$ cat src/rtl/dispatch_buffer.sv
// dispatch_buffer: in-order instruction buffer between decode and the RS/LSB issue ports,
// snooping the CDB so buffered and incoming operand tags resolve while waiting.
module dispatch_buffer #(
    parameter int DEPTH   = 4,
    parameter int CDB_NUM = 2,
    parameter int ROB_W   = 4
) (
    input  logic                       clk,
    input  logic                       rst,
    input  logic                       rdy,
    input  logic                       in_valid,
    output logic                       in_ready,
    input  logic [5:0]                 in_opnum,
    input  logic                       in_is_ls,
    input  logic [31:0]                in_imm,
    input  logic [31:0]                in_pc,
    input  logic [ROB_W-1:0]           in_rob_id,
    input  logic [ROB_W-1:0]           in_Q1,
    input  logic [ROB_W-1:0]           in_Q2,
    input  logic [31:0]                in_V1,
    input  logic [31:0]                in_V2,
    input  logic [CDB_NUM-1:0]         cdb_valid,
    input  logic [CDB_NUM*ROB_W-1:0]   cdb_rob_id,
    input  logic [CDB_NUM*32-1:0]      cdb_data,
    input  logic                       rollback,
    output logic                       rs_valid,
    input  logic                       rs_ready,
    output logic                       ls_valid,
    input  logic                       ls_ready,
    output logic [5:0]                 out_opnum,
    output logic [31:0]                out_imm,
    output logic [31:0]                out_pc,
    output logic [ROB_W-1:0]           out_rob_id,
    output logic [ROB_W-1:0]           out_Q1,
    output logic [ROB_W-1:0]           out_Q2,
    output logic [31:0]                out_V1,
    output logic [31:0]                out_V2,
    output logic [$clog2(DEPTH):0]     count
);
    localparam int PW = $clog2(DEPTH);
    localparam int CW = PW + 1;

    logic [5:0]       opnum_q [DEPTH];
    logic             is_ls_q [DEPTH];
    logic [31:0]      imm_q   [DEPTH];
    logic [31:0]      pc_q    [DEPTH];
    logic [ROB_W-1:0] rob_q   [DEPTH];
    logic [ROB_W-1:0] q1_q    [DEPTH];
    logic [ROB_W-1:0] q2_q    [DEPTH];
    logic [31:0]      v1_q    [DEPTH];
    logic [31:0]      v2_q    [DEPTH];
    logic [PW-1:0]    head, tail;
    logic [CW-1:0]    cnt;
    logic             push, pop, has;
    logic [ROB_W-1:0] in_q1_s, in_q2_s;
    logic [31:0]      in_v1_s, in_v2_s;

    // Resolve one operand against the CDB; walking down makes the lowest channel win.
    function automatic logic [ROB_W+31:0] snoop(
        input logic [ROB_W-1:0]         q,
        input logic [31:0]              v,
        input logic [CDB_NUM-1:0]       cv,
        input logic [CDB_NUM*ROB_W-1:0] cid,
        input logic [CDB_NUM*32-1:0]    cd
    );
        logic [ROB_W+31:0] r;
        r = {q, v};
        for (int k = CDB_NUM - 1; k >= 0; k--)
            if (q != '0 && cv[k] && cid[k*ROB_W +: ROB_W] == q) r = {{ROB_W{1'b0}}, cd[k*32 +: 32]};
        return r;
    endfunction

    assign count      = cnt;
    assign has        = cnt != '0;
    assign in_ready   = (cnt < CW'(DEPTH)) && !rollback;
    assign rs_valid   = has && !is_ls_q[head] && !rollback;
    assign ls_valid   = has && is_ls_q[head] && !rollback;
    assign push       = in_valid && in_ready && rdy;
    assign pop        = rdy && ((rs_valid && rs_ready) || (ls_valid && ls_ready));
    assign out_opnum  = opnum_q[head];
    assign out_imm    = imm_q[head];
    assign out_pc     = pc_q[head];
    assign out_rob_id = rob_q[head];
    assign {out_Q1, out_V1}   = snoop(q1_q[head], v1_q[head], cdb_valid, cdb_rob_id, cdb_data);
    assign {out_Q2, out_V2}   = snoop(q2_q[head], v2_q[head], cdb_valid, cdb_rob_id, cdb_data);
    assign {in_q1_s, in_v1_s} = snoop(in_Q1, in_V1, cdb_valid, cdb_rob_id, cdb_data);
    assign {in_q2_s, in_v2_s} = snoop(in_Q2, in_V2, cdb_valid, cdb_rob_id, cdb_data);

    always_ff @(posedge clk or posedge rst) begin
        if (rst) begin
            head <= '0;
            tail <= '0;
            cnt  <= '0;
        end else if (rollback) begin
            head <= '0;
            tail <= '0;
            cnt  <= '0;
        end else if (rdy) begin
            if (push) tail <= tail + 1'b1;
            if (pop) head <= head + 1'b1;
            cnt <= cnt + CW'(push) - CW'(pop);
        end
    end

    // Payload needs no reset: nothing is visible until count says an entry is live.
    always_ff @(posedge clk) begin
        if (rdy && !rollback) begin
            for (int i = 0; i < DEPTH; i++) begin
                {q1_q[i], v1_q[i]} <= snoop(q1_q[i], v1_q[i], cdb_valid, cdb_rob_id, cdb_data);
                {q2_q[i], v2_q[i]} <= snoop(q2_q[i], v2_q[i], cdb_valid, cdb_rob_id, cdb_data);
            end
            if (push) begin
                opnum_q[tail] <= in_opnum;
                is_ls_q[tail] <= in_is_ls;
                imm_q[tail]   <= in_imm;
                pc_q[tail]    <= in_pc;
                rob_q[tail]   <= in_rob_id;
                q1_q[tail]    <= in_q1_s;
                v1_q[tail]    <= in_v1_s;
                q2_q[tail]    <= in_q2_s;
                v2_q[tail]    <= in_v2_s;
            end
        end
    end
endmodule

$ cat config.mk
export PLATFORM = sky130hd
export DESIGN_NAME = dispatch_buffer
export DESIGN_NICKNAME = d
export VERILOG_FILES = /design/src/rtl/dispatch_buffer.sv
export SDC_FILE = /design/constraint.sdc
export NUM_CORES = 1
export LEC_CHECK = 0
export ABC_CLOCK_PERIOD_IN_PS = 7600
export BUFFER_PORTS_ARGS = -buffer_cell sky130_fd_sc_hd__buf_2
export CAP_MARGIN = 5
export CORE_MARGIN = 3
export CORE_UTILIZATION = 25
export DETAILED_ROUTE_END_ITERATION = 6
export GPL_TIMING_DRIVEN = 0
export PLACE_DENSITY_LB_ADDON = 0.08
export REMOVE_ABC_BUFFERS = 1
export SLEW_MARGIN = 20
export SYNTH_ARGS = -nofsm -noshare
export SYNTH_HDL_FRONTEND = slang
export SYNTH_SLANG_ARGS = --single-unit
export TNS_END_PERCENT = 20
$ cat constraint.sdc
create_clock -name clk -period 7.6 [get_ports clk]
set_clock_uncertainty 0.15 [all_clocks]
set_input_delay 1.52 -clock clk [delete_from_list [all_inputs] [get_ports clk]]
set_output_delay 1.52 -clock clk [all_outputs]
set_load 0.01 [all_outputs]
### Word level (Yosys, flattened, before mapping)

Memories as Yosys holds them, arrays and structs flattened.
Index checks and enable logic that the tools add are counted.

* reduce and logical (&&, ||, !) cells: 81
* equal/unequal tests: 24
* bitwise gates (word level): 2
* magnitude comparators: 4
* muxes and demuxes: 67
* add/subtract/negate cells: 4

Operators by type and width (count)
* 36-bit 2-to-1 mux: 32
* 128-bit bitwise mux: 2
* 128-bit 2-to-1 mux: 2
* 32-bit 2-to-1 mux: 5
* 32-bit binary-select mux with 2-bit select: 2
* 4-bit equality test: 24
* 32-bit demux with 2-bit select: 1
* 1-bit logical AND: 60
* 4-bit nonzero test: 12
* 16-bit bitwise mux: 2
* 16-bit 2-to-1 mux: 2
* 4-bit 2-to-1 mux: 5
* 4-bit binary-select mux with 2-bit select: 2
* 2-bit 2-to-1 mux: 6
* 4-bit demux with 2-bit select: 1
* 3-bit >= comparator (second input constant): 2
* 3-bit 2-to-1 mux: 2
* 2-bit NOT with 3-bit output: 2
* 2-bit nonzero test: 3
* 2-bit by 1-bit adder with 2-bit output (second input constant): 2
* 2-bit AND reduction: 2
* 3-bit by 1-bit adder with 3-bit output: 1
* 3-bit by 1-bit less-than comparator with 1-bit output (second input constant): 1
* 3-bit less-than comparator (second input constant): 1
* other kinds (5): 8

* bits in registers: 295
* output and inout bits: 152
* RAM bits: 300
* word-level logic and storage cells: 206
* memories kept: 5
* input bits: 228

Memory list
* imm_q: words 4, bits a word 32, read ports 1, clocked after memory_dff 0, write ports 1, RTL line 45 `logic [31:0] imm_q [DEPTH];`
* pc_q: words 4, bits a word 32, read ports 1, clocked after memory_dff 0, write ports 1, RTL line 46 `logic [31:0] pc_q [DEPTH];`
* opnum_q: words 4, bits a word 6, read ports 1, clocked after memory_dff 0, write ports 1, RTL line 43 `logic [5:0] opnum_q [DEPTH];`
* rob_q: words 4, bits a word 4, read ports 1, clocked after memory_dff 0, write ports 1, RTL line 47 `logic [ROB_W-1:0] rob_q [DEPTH];`
* is_ls_q: words 4, bits a word 1, read ports 1, clocked after memory_dff 0, write ports 1, RTL line 44 `logic is_ls_q [DEPTH];`

### Longest topological paths before layout

An unclocked memory read counts as a cell.

* word-level depth: 10
* depth in mapped cells: 14

### Worst setup path before layout

No wires, ideal clock.

* kind: input to register
* from: input port rollback
* to: register v2_q[23] (netlist name), data pin
* buffers on the path: 3
* data arrival time: 18.748 ns
* path slack: -11.474 ns
* data required time: 7.274 ns
* cell stages on the path: 9
* cell sequence: nor2b_1 and3b_1 clkbuf_1 nand2_1 inv_1 buf_2 clkbuf_1 o21ai_0 o32ai_1

* longest elaborated chain between the ends: 5

Ends and longest elaborated chain
* from (decl): RTL line 25 `input logic rollback,`
* 1-bit zero test: RTL line 75 `assign in_ready = (cnt < CW'(DEPTH)) && !rollback;`
* 1-bit logical AND: RTL line 75
* 1-bit logical AND (2 in series): RTL line 78 `assign push = in_valid && in_ready && rdy;`
* 128-bit 2-to-1 mux: RTL line 112 `if (push) begin`
* to (signal, indexed assignment): RTL line 110 `{q2_q[i], v2_q[i]} <= snoop(q2_q[i], v2_q[i], cdb_valid, cdb_rob_id, cdb_data);`
* to (signal, indexed assignment): RTL line 121 `v2_q[tail] <= in_v2_s;`
* to (decl): RTL line 51 `logic [31:0] v2_q [DEPTH];`

No other way between the ends.
A chain may end at the register's enable or synchronous reset.

### Worst setup path in the final report

* from: register head[1]
* to: output port out_V1[15]

* longest elaborated chain between the ends: 9
* elaborated cells on any way between the ends: 16
* classes of those cells: 2 x eq/ne; 8 x mux; 1 x bitwise; 5 x reduce/logical

Ends and longest elaborated chain
* from (decl): RTL line 52 `logic [PW-1:0] head, tail;`
* from (signal assigned): RTL line 100 `if (pop) head <= head + 1'b1;`
* 2-bit NOT with 3-bit output (implied by the code) (*): RTL line 84 `assign {out_Q1, out_V1} = snoop(q1_q[head], v1_q[head], cdb_valid, cdb_rob_id, cdb_data);`
* 4-bit binary-select mux with 2-bit select: RTL line 84
* 4-bit 2-to-1 mux (implied by the code) (2 in series): RTL line 84
* 4-bit nonzero test: RTL line 69 `if (q != '0 && cv[k] && cid[k*ROB_W +: ROB_W] == q) r = {{ROB_W{1'b0}}, cd[k*32 +: 32]};`
* 1-bit logical AND (2 in series): RTL line 69
* 36-bit 2-to-1 mux: RTL line 69
* 36-bit 2-to-1 mux (*): RTL line 69
* to (decl): RTL line 36 `output logic [31:0] out_V1,`

Every way passes the cells marked *; elsewhere a longest branch is shown, timed or not. The select of a mux whose other input is x is not followed.

==> flow_metrics.py <==
metrics = {
    "global_route": {
        "antenna_found_initial": 42,
        "met3_usage": 0.0735,
        "grt_max_degree": 81,
        "grt_overflow": 0,
        "use_met1": 0.278,
        "top_usage_layer": "met2",
        "met2_usage": 0.381,
        "grt_pass1_wl_um": 247000,
        "grt_pass1_vias": 32400,
        "grt_use_total": 0.233,
    },
    "logic_synthesis": {
        "syn_area_per_cell_um2": 11.7,
        "synth_top_area_frac": 0.499,
        "synthTopCellsByArea": "edfxtp_1 (50%), a211oi_1 (12%), mux4_2 (9.4%)",
        "yosysSeqAreaShare": 0.504,
        "synth_area_um2": 35400,
        "synth-seq-cells": 595,
        "syn_inst": 3027,
        "synth_cell_types": 43,
        "ys_warn_count": 0,
        "yosysTopAreaCell": "edfxtp_1",
    },
    "route": {
        "via_count": 32000,
        "drc": 0,
        "wl_per_cell_um": 34.3,
        "vias_per_cell": 6.22,
        "drtAntennaViolNets": 0,
        "drt_iter0_drc": 3624,
        "wl_um": 176000,
        "firstDrtPassIters": 5,
    },
    "setup_path": {
        "crit_arrival_ns": 5.13,
        "path_cells": "buf_16, buf_16, mux4_2, or4_4, nand4_4, buf_16, or2_4, a31oi_1, buf_2",
        "cp_slowest_cell": "dfrtp_4",
        "end_kind": "output port",
        "crit_type": "flop to output port",
        "crit_fanout": 36,
        "cp_common_cell": "buf_16",
        "cp-start-kind": "flop",
        "cp.required_ns": 5.93,
        "slowest_delay_ns": 0.79,
    },
    "clocking": {
        "post_cts_buffers": 0,
        "clk_pin_slew_worst_paths_ns": 0.06,
        "cts_sinks": 595,
        "clockRootBuffer": "clkbuf_16",
        "ctsHoldBuffers": 0,
        "clock_latency_ns": 0.71,
        "cts_tree": "yes",
        "ctsResizeCount": 0,
        "htreeDepth": 3,
        "cts_buffer_depth": 3,
        "cts_made_buffers": 79,
    },
    "timing": {
        "hold_slack_ns": 0.398,
        "period_minus_slack_ns": 6.80,
        "maxSlewViolCount": 0,
        "min_period_over_period": 0.894,
        "worst_pin_slew_ns": 0.907,
        "report.final.hold_viol_count": 0,
        "max_freq_mhz": 147,
        "setup_viol": 0,
        "rsz0062_at_grt": "no",
        "slew-limit-headroom": 0.395,
    },
    "worst_hold_path": {
        "holdCritPathClass": "flop to flop",
    },
    "die": {
        "die-width_um": 382,
        "design.die.area_um2": 146000,
        "top_level_ports": 380,
        "fp.dieH_um": 382,
        "start_util": 0.252,
        "num_rows": 137,
        "core_um2": 140000,
    },
    "status": {
        "status": "finished, final reports clean",
    },
    "placed_design": {
        "hpwlAfterDp_um": 115000,
        "place_area_um2": 40900,
        "routabilityCongestion": 0.798,
        "io_buffer_count": 379,
    },
    "flow_run": {
        "cap_violations": 0,
    },
    "final_layout": {
        "area_delta_synth_final_pct": 22.8,
        "drive_gt1_frac": 0.254,
        "finalInstanceArea_um2": 43400,
        "layout.nets": 3428,
        "final_util": 0.310,
    },
    "power_and_ir_drop": {
        "p_per_area_nw_per_um2": 205,
        "ir_drop_mv": 0.167,
        "p_leak_nw": 13.5,
        "p_total_mw": 8.88,
    },
}
-- cells in the mapped netlist (all sizes together) --
library cell,number
a311oi,32
o2111a,9
ha,6
edfxtp,588
xnor2,60
a211oi,577
and3b,2
nand3,8
dfrtp,7
a21o,9
fa,1
buf,80
xor2,20
o22ai,32
o32ai,256
or2,6
or3,74
inv,42
nor2,112
nand4,13
and2,11
o21ai,323
a21boi,32
and4b,1
o2111ai,9
o31ai,1
or4,2
and4,2
mux4,147
mux2i,2
clkbuf,341
nand2,63
and3,8
nor3,86
nor2b,1
a31oi,64
-- stage by stage --
stage	std cells	worst slack [ns]	setup TNS, ns
2_1_floorplan	2606	-12.51	-9341.75
5_1_grt	5133	0.669	0
3_5_place_dp	4988	1.55	0
4_1_cts	5130	0.762	0
6_report	5142	0.803	0
3_3_place_gp	4861	-26.65	-
-- logic make-up after synthesis --
kind of cell               count (synthesis)  synth area share
and+or+nand+nor                          389            0.0543
adders and majority gates                  7           0.00269
AOI/OAI and AO/OA                       1344             0.271
buffers and inverters                    463            0.0540
muxes                                    149            0.0942
xor gates and xnor gates                  80            0.0198
DFF                                      595             0.504
-- critical path, delay by kind of cell, from the launching register on --
family                 cells  cell delay, ns
AO/OA/AOI/OAI              1            0.39
buffers and inverters      4            1.08
flip-flops                 1            0.79
multiplexers               1            0.43
AND/OR/NAND/NOR            3            1.59
-- metal layers --
metal / share of wire / routed length [µm]
met1: 0.38 / 66500
met2: 0.47 / 83100
met3: 0.10 / 17700
met4: 0.050 / 8800
met5: 0.0014 / 243
-- placed cells by master (no fill, tap or decap), types with 12 or more instances in the layout --
master,instances
diode_2,12
buf_12,29
xnor2_1,60
clkbuf_16,79
buf_6,32
inv_1,38
or3_1,65
o22ai_1,32
clkbuf_1,20
clkinv_1,21
nor2_1,112
xor2_1,20
a31oi_1,64
a211oi_1,577
edfxtp_1,588
nand2_1,45
buf_2,379
o21ai_1,44
a311oi_1,32
buf_16,57
mux4_2,147
o32ai_1,256
o21ai_0,278
a21boi_0,32
nor3_1,86
-- area by class of cell --
| class | count | area (µm²) |
|---|---|---|
| inverters | 42 | 180 |
| flip-flops and latches | 595 | 17800 |
| fillers | 14100 | 96600 |
| well taps | 1876 | 2350 |
| clock buffers | 100 | 2070 |
| multi-input cells | 1969 | 16000 |
| repair buffers | 506 | 4540 |
| clock inverters | 42 | 395 |
| diodes | 12 | 30.0 |
-- where the power goes --
| part | switching, mW | internal, mW |
|---|---|---|
| logic | 0.940 | 0.488 |
| registers | 0.0697 | 3.75 |
| clock network | 1.61 | 2.01 |
| total | 2.62 | 6.26 |
-- state kept, by name, summed over array words and instances (netlist names) --
| name | count |
|---|---|
| tail | 2 |
| v2_q | 128 |
| rob_q | 16 |
| q1_q | 16 |
| imm_q | 128 |
| q2_q | 16 |
| pc_q | 128 |
| v1_q | 128 |
| count | 3 |
| opnum_q | 24 |
| is_ls_q | 4 |
| head | 2 |
-- worst paths after layout --
check                      slack (ns)                 from              endpoint  depth (start not counted)
max                              0.80  head[1]$_DFFE_PP0P_            out_V1[15]                          9
min                              0.40  tail[0]$_DFFE_PP0P_   tail[0]$_DFFE_PP0P_                          1
max reg2reg                      4.08  head[0]$_DFFE_PP0P_  count[2]$_DFFE_PP0P_                         12
min reg2reg                      0.40  tail[0]$_DFFE_PP0P_   tail[0]$_DFFE_PP0P_                          1
max in group asynchronous        6.43                  rst   head[1]$_DFFE_PP0P_                          2
min in group asynchronous        0.60                  rst  count[1]$_DFFE_PP0P_                          2
Note: power is estimated with default switching activity, not from simulation.
